<file path="config.mk">
export PLATFORM = sky130hd
export DESIGN_NAME = mem_block_arbiter
export DESIGN_NICKNAME = d
export VERILOG_FILES = /design/src/rtl/mem_block_arbiter.sv
export SDC_FILE = /design/constraint.sdc
export NUM_CORES = 1
export LEC_CHECK = 0
export BUFFER_PORTS_ARGS = -buffer_cell sky130_fd_sc_hd__buf_2
export CORE_AREA = 2 2 86 88
export DETAILED_ROUTE_END_ITERATION = 6
export DIE_AREA = 0 0 88 90
export PLACE_DENSITY = 0.79
export SYNTH_ARGS = -nofsm -noshare
export SYNTH_HDL_FRONTEND = slang
export SYNTH_SLANG_ARGS = --single-unit
</file>
<file path="constraint.sdc">
create_clock -name clk -period 1.5 [get_ports clk]
set_input_delay 0.075 -clock clk [delete_from_list [all_inputs] [get_ports clk]]
set_output_delay 0.075 -clock clk [all_outputs]
set_load 0.1 [all_outputs]
</file>
<file path="src/rtl/mem_block_arbiter.sv">
// Round-robin block-transfer arbiter: two L2 requesters share one memory
// word port; each grant streams a whole block as single-word accesses.
module mem_block_arbiter #(
   parameter int n           = 32,
   parameter int BLOCK_WORDS = 16
) (
   input  logic                              clk,
   input  logic                              reset,
   input  logic                              c0_req,
   input  logic                              c1_req,
   input  logic                              c0_we,
   input  logic                              c1_we,
   input  logic [15-$clog2(BLOCK_WORDS)-1:0] c0_block_addr,
   input  logic [15-$clog2(BLOCK_WORDS)-1:0] c1_block_addr,
   input  logic [n-1:0]                      c0_wdata,
   input  logic [n-1:0]                      c1_wdata,
   output logic                              c0_gnt,
   output logic                              c1_gnt,
   output logic                              c0_rvalid,
   output logic                              c1_rvalid,
   output logic                              c0_done,
   output logic                              c1_done,
   output logic [$clog2(BLOCK_WORDS)-1:0]    word_idx,
   output logic [$clog2(BLOCK_WORDS)-1:0]    rword_idx,
   output logic [n-1:0]                      rdata,
   output logic [14:0]                       L2_word_address,
   output logic                              L2_read_request,
   output logic                              L2_write_request,
   output logic [n-1:0]                      L2_wdata,
   input  logic [n-1:0]                      L2_rdata
);

   localparam int OFF_W = $clog2(BLOCK_WORDS);
   localparam int BA_W  = 15 - OFF_W;
   localparam logic [OFF_W-1:0] CNT_MAX = OFF_W'(BLOCK_WORDS - 1);

   typedef enum logic [1:0] {
      S_IDLE,
      S_XFER,
      S_DRAIN,
      S_DONE
   } state_t;

   state_t            r_state;
   logic              r_owner;
   logic              r_we;
   logic [BA_W-1:0]   r_addr;
   logic [OFF_W-1:0]  r_cnt;
   logic              r_last;
   logic              r_rv;
   logic [OFF_W-1:0]  r_rv_idx;

   state_t            w_state_nxt;
   logic              w_owner_nxt;
   logic              w_we_nxt;
   logic [BA_W-1:0]   w_addr_nxt;
   logic [OFF_W-1:0]  w_cnt_nxt;
   logic              w_last_nxt;
   logic              w_pick;
   logic              w_xfer;
   logic              w_busy;
   logic              w_done;
   logic              w_rd;
   logic              w_wr;

   // On a tie the requester not granted last wins; otherwise whoever asks.
   assign w_pick = (c0_req & c1_req) ? ~r_last : c1_req;

   always_ff @(posedge clk) begin
      if (reset) begin
         r_state  <= S_IDLE;
         r_owner  <= 1'b0;
         r_we     <= 1'b0;
         r_addr   <= '0;
         r_cnt    <= '0;
         r_last   <= 1'b1;
         r_rv     <= 1'b0;
         r_rv_idx <= '0;
      end else begin
         r_state  <= w_state_nxt;
         r_owner  <= w_owner_nxt;
         r_we     <= w_we_nxt;
         r_addr   <= w_addr_nxt;
         r_cnt    <= w_cnt_nxt;
         r_last   <= w_last_nxt;
         r_rv     <= w_rd;
         r_rv_idx <= w_rd ? r_cnt : '0;
      end
   end

   always_comb begin
      w_state_nxt = r_state;
      w_owner_nxt = r_owner;
      w_we_nxt    = r_we;
      w_addr_nxt  = r_addr;
      w_cnt_nxt   = r_cnt;
      w_last_nxt  = r_last;
      unique case (r_state)
         S_IDLE: begin
            if (c0_req | c1_req) begin
               w_owner_nxt = w_pick;
               w_we_nxt    = w_pick ? c1_we : c0_we;
               w_addr_nxt  = w_pick ? c1_block_addr : c0_block_addr;
               w_cnt_nxt   = '0;
               w_last_nxt  = w_pick;
               w_state_nxt = S_XFER;
            end
         end
         S_XFER: begin
            w_cnt_nxt = r_cnt + 1'b1;
            if (r_cnt == CNT_MAX) begin
               w_state_nxt = r_we ? S_DONE : S_DRAIN;
            end
         end
         S_DRAIN: begin
            w_state_nxt = S_DONE;
         end
         S_DONE: begin
            w_state_nxt = S_IDLE;
         end
         default: begin
            w_state_nxt = S_IDLE;
         end
      endcase
   end

   assign w_xfer = (r_state == S_XFER);
   assign w_busy = (r_state != S_IDLE);
   assign w_done = (r_state == S_DONE);
   assign w_rd   = w_xfer & ~r_we;
   assign w_wr   = w_xfer & r_we;

   assign c0_gnt    = w_busy & ~r_owner;
   assign c1_gnt    = w_busy & r_owner;
   assign c0_done   = w_done & ~r_owner;
   assign c1_done   = w_done & r_owner;
   assign c0_rvalid = r_rv & ~r_owner;
   assign c1_rvalid = r_rv & r_owner;

   assign word_idx  = r_cnt;
   assign rword_idx = r_rv_idx;
   // Memory read data is forwarded only in the cycle it belongs to a read.
   assign rdata     = r_rv ? L2_rdata : '0;

   assign L2_word_address  = w_xfer ? {r_addr, r_cnt} : '0;
   assign L2_read_request  = w_rd;
   assign L2_write_request = w_wr;
   assign L2_wdata = w_wr ? (r_owner ? c1_wdata : c0_wdata) : '0;

endmodule

</file>
Word level (Yosys, flattened, before mapping)
Cells that the tools add are included.

operators by class
  $add $sub $neg = 1
  muxes and demuxes = 13
  bitwise logic cells = 14
  reduce and logical (&&, ||, !) cells = 7
  equal/unequal tests = 6

operators with widths
  cell                                                                      number
  32-bit 2-to-1 mux                                                         3
  15-bit 2-to-1 mux                                                         1
  11-bit 2-to-1 mux                                                         1
  1-bit AND                                                                 9
  2-bit case mux with 4 select lines                                        1
  4-bit case mux with 2 select lines                                        1
  2-bit AND reduction                                                       3
  4-bit by 1-bit adder with 4-bit output (second input constant)            1
  2-bit equality test (second input constant)                               2
  4-bit equality test (second input constant)                               1
  2-bit 2-to-1 mux                                                          2
  4-bit 2-to-1 mux                                                          1
  1-bit inverter                                                            4
  2-bit nonzero test                                                        2
  1-bit 2-to-1 mux                                                          3
  2-bit by 1-bit equality test with 1-bit output (second input constant)    1
  2-bit zero test                                                           1
  2-bit by 1-bit inequality test with 1-bit output (second input constant)  1
  2-bit inequality test (second input constant)                             1
  2-bit OR reduction                                                        1
  1-bit OR                                                                  1

word-level totals
  input port bits = 124
  logic and storage cells = 49
  register bits = 25
  output and inout bits = 95

Depth between registers and ports, before layout
  word-level depth = 4
  depth in mapped cells = 7
  gate-level depth less buffers = 6

Least setup slack after synthesis
Ideal clock, no wire load.

  path kind = reg2reg
  from = register r_state[1]
  to = register r_rv_idx[2] (netlist: rword_idx[2])
  required time = 1,436 ps
  buffers on the path = 0
  path slack = -1,069 ps
  cell stages (with the launch flop) = 6
  data arrival time = 2,505 ps
  period minus slack after synthesis = 2,569 ps
  setup time = 64 ps
  path through = dfxtp_1 > inv_1 > ha_1 > nor2b_1 > nor2b_1 > and2_1

between the ends
  word-level cells in the longest chain between the ends = 4

RTL lines
  what                                            line  text
  start, declared                                 44    state_t r_state;
  start signal, assigned                          80    r_state <= w_state_nxt;
  2-bit by 1-bit equality test with 1-bit output  127   assign w_xfer = (r_state == S_XFER);
  1-bit AND                                       130   assign w_rd = w_xfer & ~r_we;
  via L2_read_request                             27    output logic L2_read_request,
  1-bit inverter (no source line)                 -
  2-bit OR reduction (no source line)             -
  end signal, assigned                            87    r_rv_idx <= w_rd ? r_cnt : '0;
  end, declared                                   51    logic [OFF_W-1:0] r_rv_idx;

The timed path passes the listed nets, and every way through them passes these cells.
A chain may end at the register's enable or synchronous reset.

Worst setup path after layout
  from = register r_state[0]
  to = output L2_wdata[15]

between the ends
  word-level cells in the longest chain between the ends = 3

RTL lines
  what                                            line  text
  2-bit by 1-bit equality test with 1-bit output  127
  1-bit AND                                       131   assign w_wr = w_xfer & r_we;
  32-bit 2-to-1 mux                               148   assign L2_wdata = w_wr ? (r_owner ? c1_wdata : c0_wdata) : '0;
  end, declared                                   29    output logic [n-1:0] L2_wdata,

Every way passes these cells.

==> metrics.txt <==
result of the run=finished with violations; violations in the final reports=setup timing; overall via count from detail_route=2620; post-route worst hold slack=0.141 ns; Area after DPL=0.00489 mm2; CP bufs+invs=3; maximum resistive drop on vdd=1790 uV; share of synthesized flip-flops with an asynchronous set or reset=0%; max_cap viols=0; clock net sink count=25; Cells after Synth=245; placed cell count=558; delay of the slowest cell on the worst path=0.36 ns; number of nets in the layout=602; antenna violations before repair=0; post-route clock skew=0.00687 ns; critical-path cell list=buf_6, ha_4, nand2_8, buf_16, nor2_4, buf_12; critical path startpoint category=flop; total inserted antenna cells=0; Cell Area, Synth=0.00197 mm2; floorplan core area=0.00702 mm2; flops & latches, synth=25; area of all placed cells without fillers=0.00518 mm2; total power after layout=7740 uW; critical path start-end classification=reg2out; category of the worst setup path capture point=output pin; setup repair after global routing missed its margin=yes; cells taking the most area after synthesis=sky130_fd_sc_hd__dfxtp_1, sky130_fd_sc_hd__mux2i_1, sky130_fd_sc_hd__and2_1, sky130_fd_sc_hd__nor2_1, sky130_fd_sc_hd__a211oi_1; final cycle utilization of the critical path=105%; Final Wtd Congestion=0.818; io pins=219; initial cell density of the core=28.1%; Initial DRC Count=37; power density relative to cell area=1490 mW/mm2; list of most frequent post-synthesis cells=sky130_fd_sc_hd__and2_1, sky130_fd_sc_hd__nor2_1, sky130_fd_sc_hd__mux2i_1, sky130_fd_sc_hd__dfxtp_1, sky130_fd_sc_hd__a211oi_1; sequential cell area fraction in the yosys report=25.4%; Syn. warnings=0; wire length per cell after detailed routing=15.3 um; number of enable flip-flop cells after synthesis=0; CTS clock-pin slew for the worst setup and hold paths=0.09 ns; number of endpoints failing setup at the final stage=47; unique cell type count in the Yosys netlist=30; later-pin clock latency in the skew report=0.27 ns; part of the power in the clock network=5.1%; aggregate negative setup slack=-2.82 ns; path class of the lowest-slack min-delay path=in2reg; global-route wire length before repair=13000 um; Remaining DRCs=0; detailed-route vias per instance=4.60; via count of the first global-routing pass=2700; Power Internal=3450 uW; layout cell share with drive strength beyond 1=69.2%; crit-path leading delay family=buffers and inverters; Max Clk Rate=0.634 GHz; number of max-slew violations in the final report=0; total wirelength of the detailed-routed design=8730 um; library cell occupying the most area in the post-synthesis netlist=sky130_fd_sc_hd__dfxtp_1; width of the chip=88 um; total CTS buffers=3; max_slew headroom=67.7%; switching power of the nets=4290 uW; DRT antenna net count=0; final critical path time including I/O delays and setup=1.58 ns; area added between synthesis and finish=162%; share of the synthesized area in the top cell type=25.4%; flip-flop cell with the highest count after synthesis=sky130_fd_sc_hd__dfxtp_1; endpoint required time on the critical path=1.42 ns; non-filler cells, final=570; die area=0.00792 mm2; Detailed Place HPWL=7030 um; switching share of total power=55.4%; first-pass iteration count of the detailed router=4; top-count cell post-synth=sky130_fd_sc_hd__and2_1; part of the total power dissipated in sequential elements=13.2%; pin count of the biggest net entering global routing=35; number of H-tree levels=1; static power due to leakage=0.00220 uW; slew at the pin closest to its max-slew limit=0.488 ns; worst endpoint data arrival time=1.50 ns; critical-path maximum fanout=8; total track usage=20.5%; sum of overflow across all layers after global routing=0; logic gate share of total power=81.7%; Clock Tree Buf Depth=2; Site Rows=31; DIE HEIGHT=90 um; Synth Net Count=375; Synth Area per Inst=8.05 um2; clock tree from TritonCTS=yes; Fin. Hold Viols=0; final worst-path setup slack=-0.0783 ns; cell at the root of the clock tree=sky130_fd_sc_hd__clkbuf_8; count of input and output buffers=218; standard cell with the maximum stage delay on the critical path=sky130_fd_sc_hd__dfxtp_4
[layer usage]
metal	wire (um)	vias up	part of all wire [%]	GRT usage [%]
met5	0	-	0	0
met1	3030	1213	35	22.3
li1	-	1285	-	-
met2	4980	111	57	39.4
met4	127	0	1.5	5.64
met3	594	11	6.8	3.58
[placed cells by master, fill, tap and decap left out, types with 4 or more instances in the layout]
master                     netlist  final
sky130_fd_sc_hd__buf_2           5    131
sky130_fd_sc_hd__buf_12          0     88
sky130_fd_sc_hd__mux2i_1        45     40
sky130_fd_sc_hd__and2_1         53     40
sky130_fd_sc_hd__nor2_4          0     32
sky130_fd_sc_hd__dfxtp_1        25     18
sky130_fd_sc_hd__nor2_1         47     13
sky130_fd_sc_hd__and2_2          0     12
sky130_fd_sc_hd__buf_4           0     11
sky130_fd_sc_hd__a211oi_1       13      9
sky130_fd_sc_hd__dfxtp_4         0      6
sky130_fd_sc_hd__a21oi_1         6      5
sky130_fd_sc_hd__mux2i_2         0      4
sky130_fd_sc_hd__a211oi_2        0      4
sky130_fd_sc_hd__buf_16          0      4
sky130_fd_sc_hd__buf_6           2      4
[registers in the layout, summed over array words and instances (netlist names)]
register / flops
r_owner: 1
rword_idx: 4
word_idx: 4
r_last: 1
r_rv: 1
r_addr: 11
r_state: 2
r_we: 1
[repair_timing]
action	4_1_cts	5_1_grt
gates resized for setup	8	19
pin swaps	4	1
setup endpoints to repair	49	68
gates cloned	3	1
hold buffers	0	0
buffers inserted	2	2
[power groups by stage]
stage | clock network (uW) | registers, uW | logic (uW)
after detailed placement | 0 | 1010 | 5940
after global routing | 426 | 1050 | 6560
after global placement | 0 | 995 | 5820
after floorplan | 0 | 1090 | 3890
final | 396 | 1020 | 6320
after CTS | 409 | 1010 | 6120
[final timing paths]
| kind | startpoint | to | slack, ns | cells after the start |
|---|---|---|---|---|
| hold / removal | c0_block_addr[2] | r_addr[2]$_SDFFE_PP0P_ | 0.14 | 3 |
| hold reg to reg | r_addr[0]$_SDFFE_PP0P_ | r_addr[0]$_SDFFE_PP0P_ | 0.50 | 2 |
| setup / recovery | r_state[0]$_SDFFE_PP0P_ | L2_wdata[15] | -0.08 | 6 |
| setup reg to reg | r_state[0]$_SDFFE_PP0P_ | word_idx[3]$_SDFFE_PP0P_ | 0 | 6 |
[worst min-delay path, cell delays in order]
cell,delay [ns]
sky130_fd_sc_hd__buf_2,0.09
sky130_fd_sc_hd__mux2i_1,0.12
sky130_fd_sc_hd__a211oi_1,0.08
[logic make-up (layout without fill, tap and decap cells)]
| kind of cell | Yosys count | in the layout | share of synthesized area, % |
|---|---|---|---|
| AO/OA/AOI/OAI | 31 | 31 | 11.3 |
| adder cells (fa/ha/maj) | 6 | 6 | 3.80 |
| buffers and inverters | 21 | 247 | 5.07 |
| flip-flops | 25 | 25 | 25.4 |
| multiplexers | 45 | 45 | 22.8 |
| AND/OR/NAND/NOR | 117 | 117 | 31.6 |
[layout make-up]
cell class / count / area, um2
repair buffers: 239 / 2680
fillers: 448 / 1840
multi-input cells: 199 / 1780
flip-flops and latches: 25 / 524
well taps: 99 / 124
clock buffers: 3 / 41.3
inverters: 4 / 23.8
clock inverters: 1 / 5.00
[through the flow]
stage	setup slack (ns)	utilization (%)
6_report	-0.0783	73.7
5_1_grt	-0.132	73.7
4_1_cts	-0.108	72.0
3_5_place_dp	0.0288	69.6
3_3_place_gp	0.0851	69.6
2_1_floorplan	-0.161	-
Note: power is estimated with default switching activity, not from simulation.
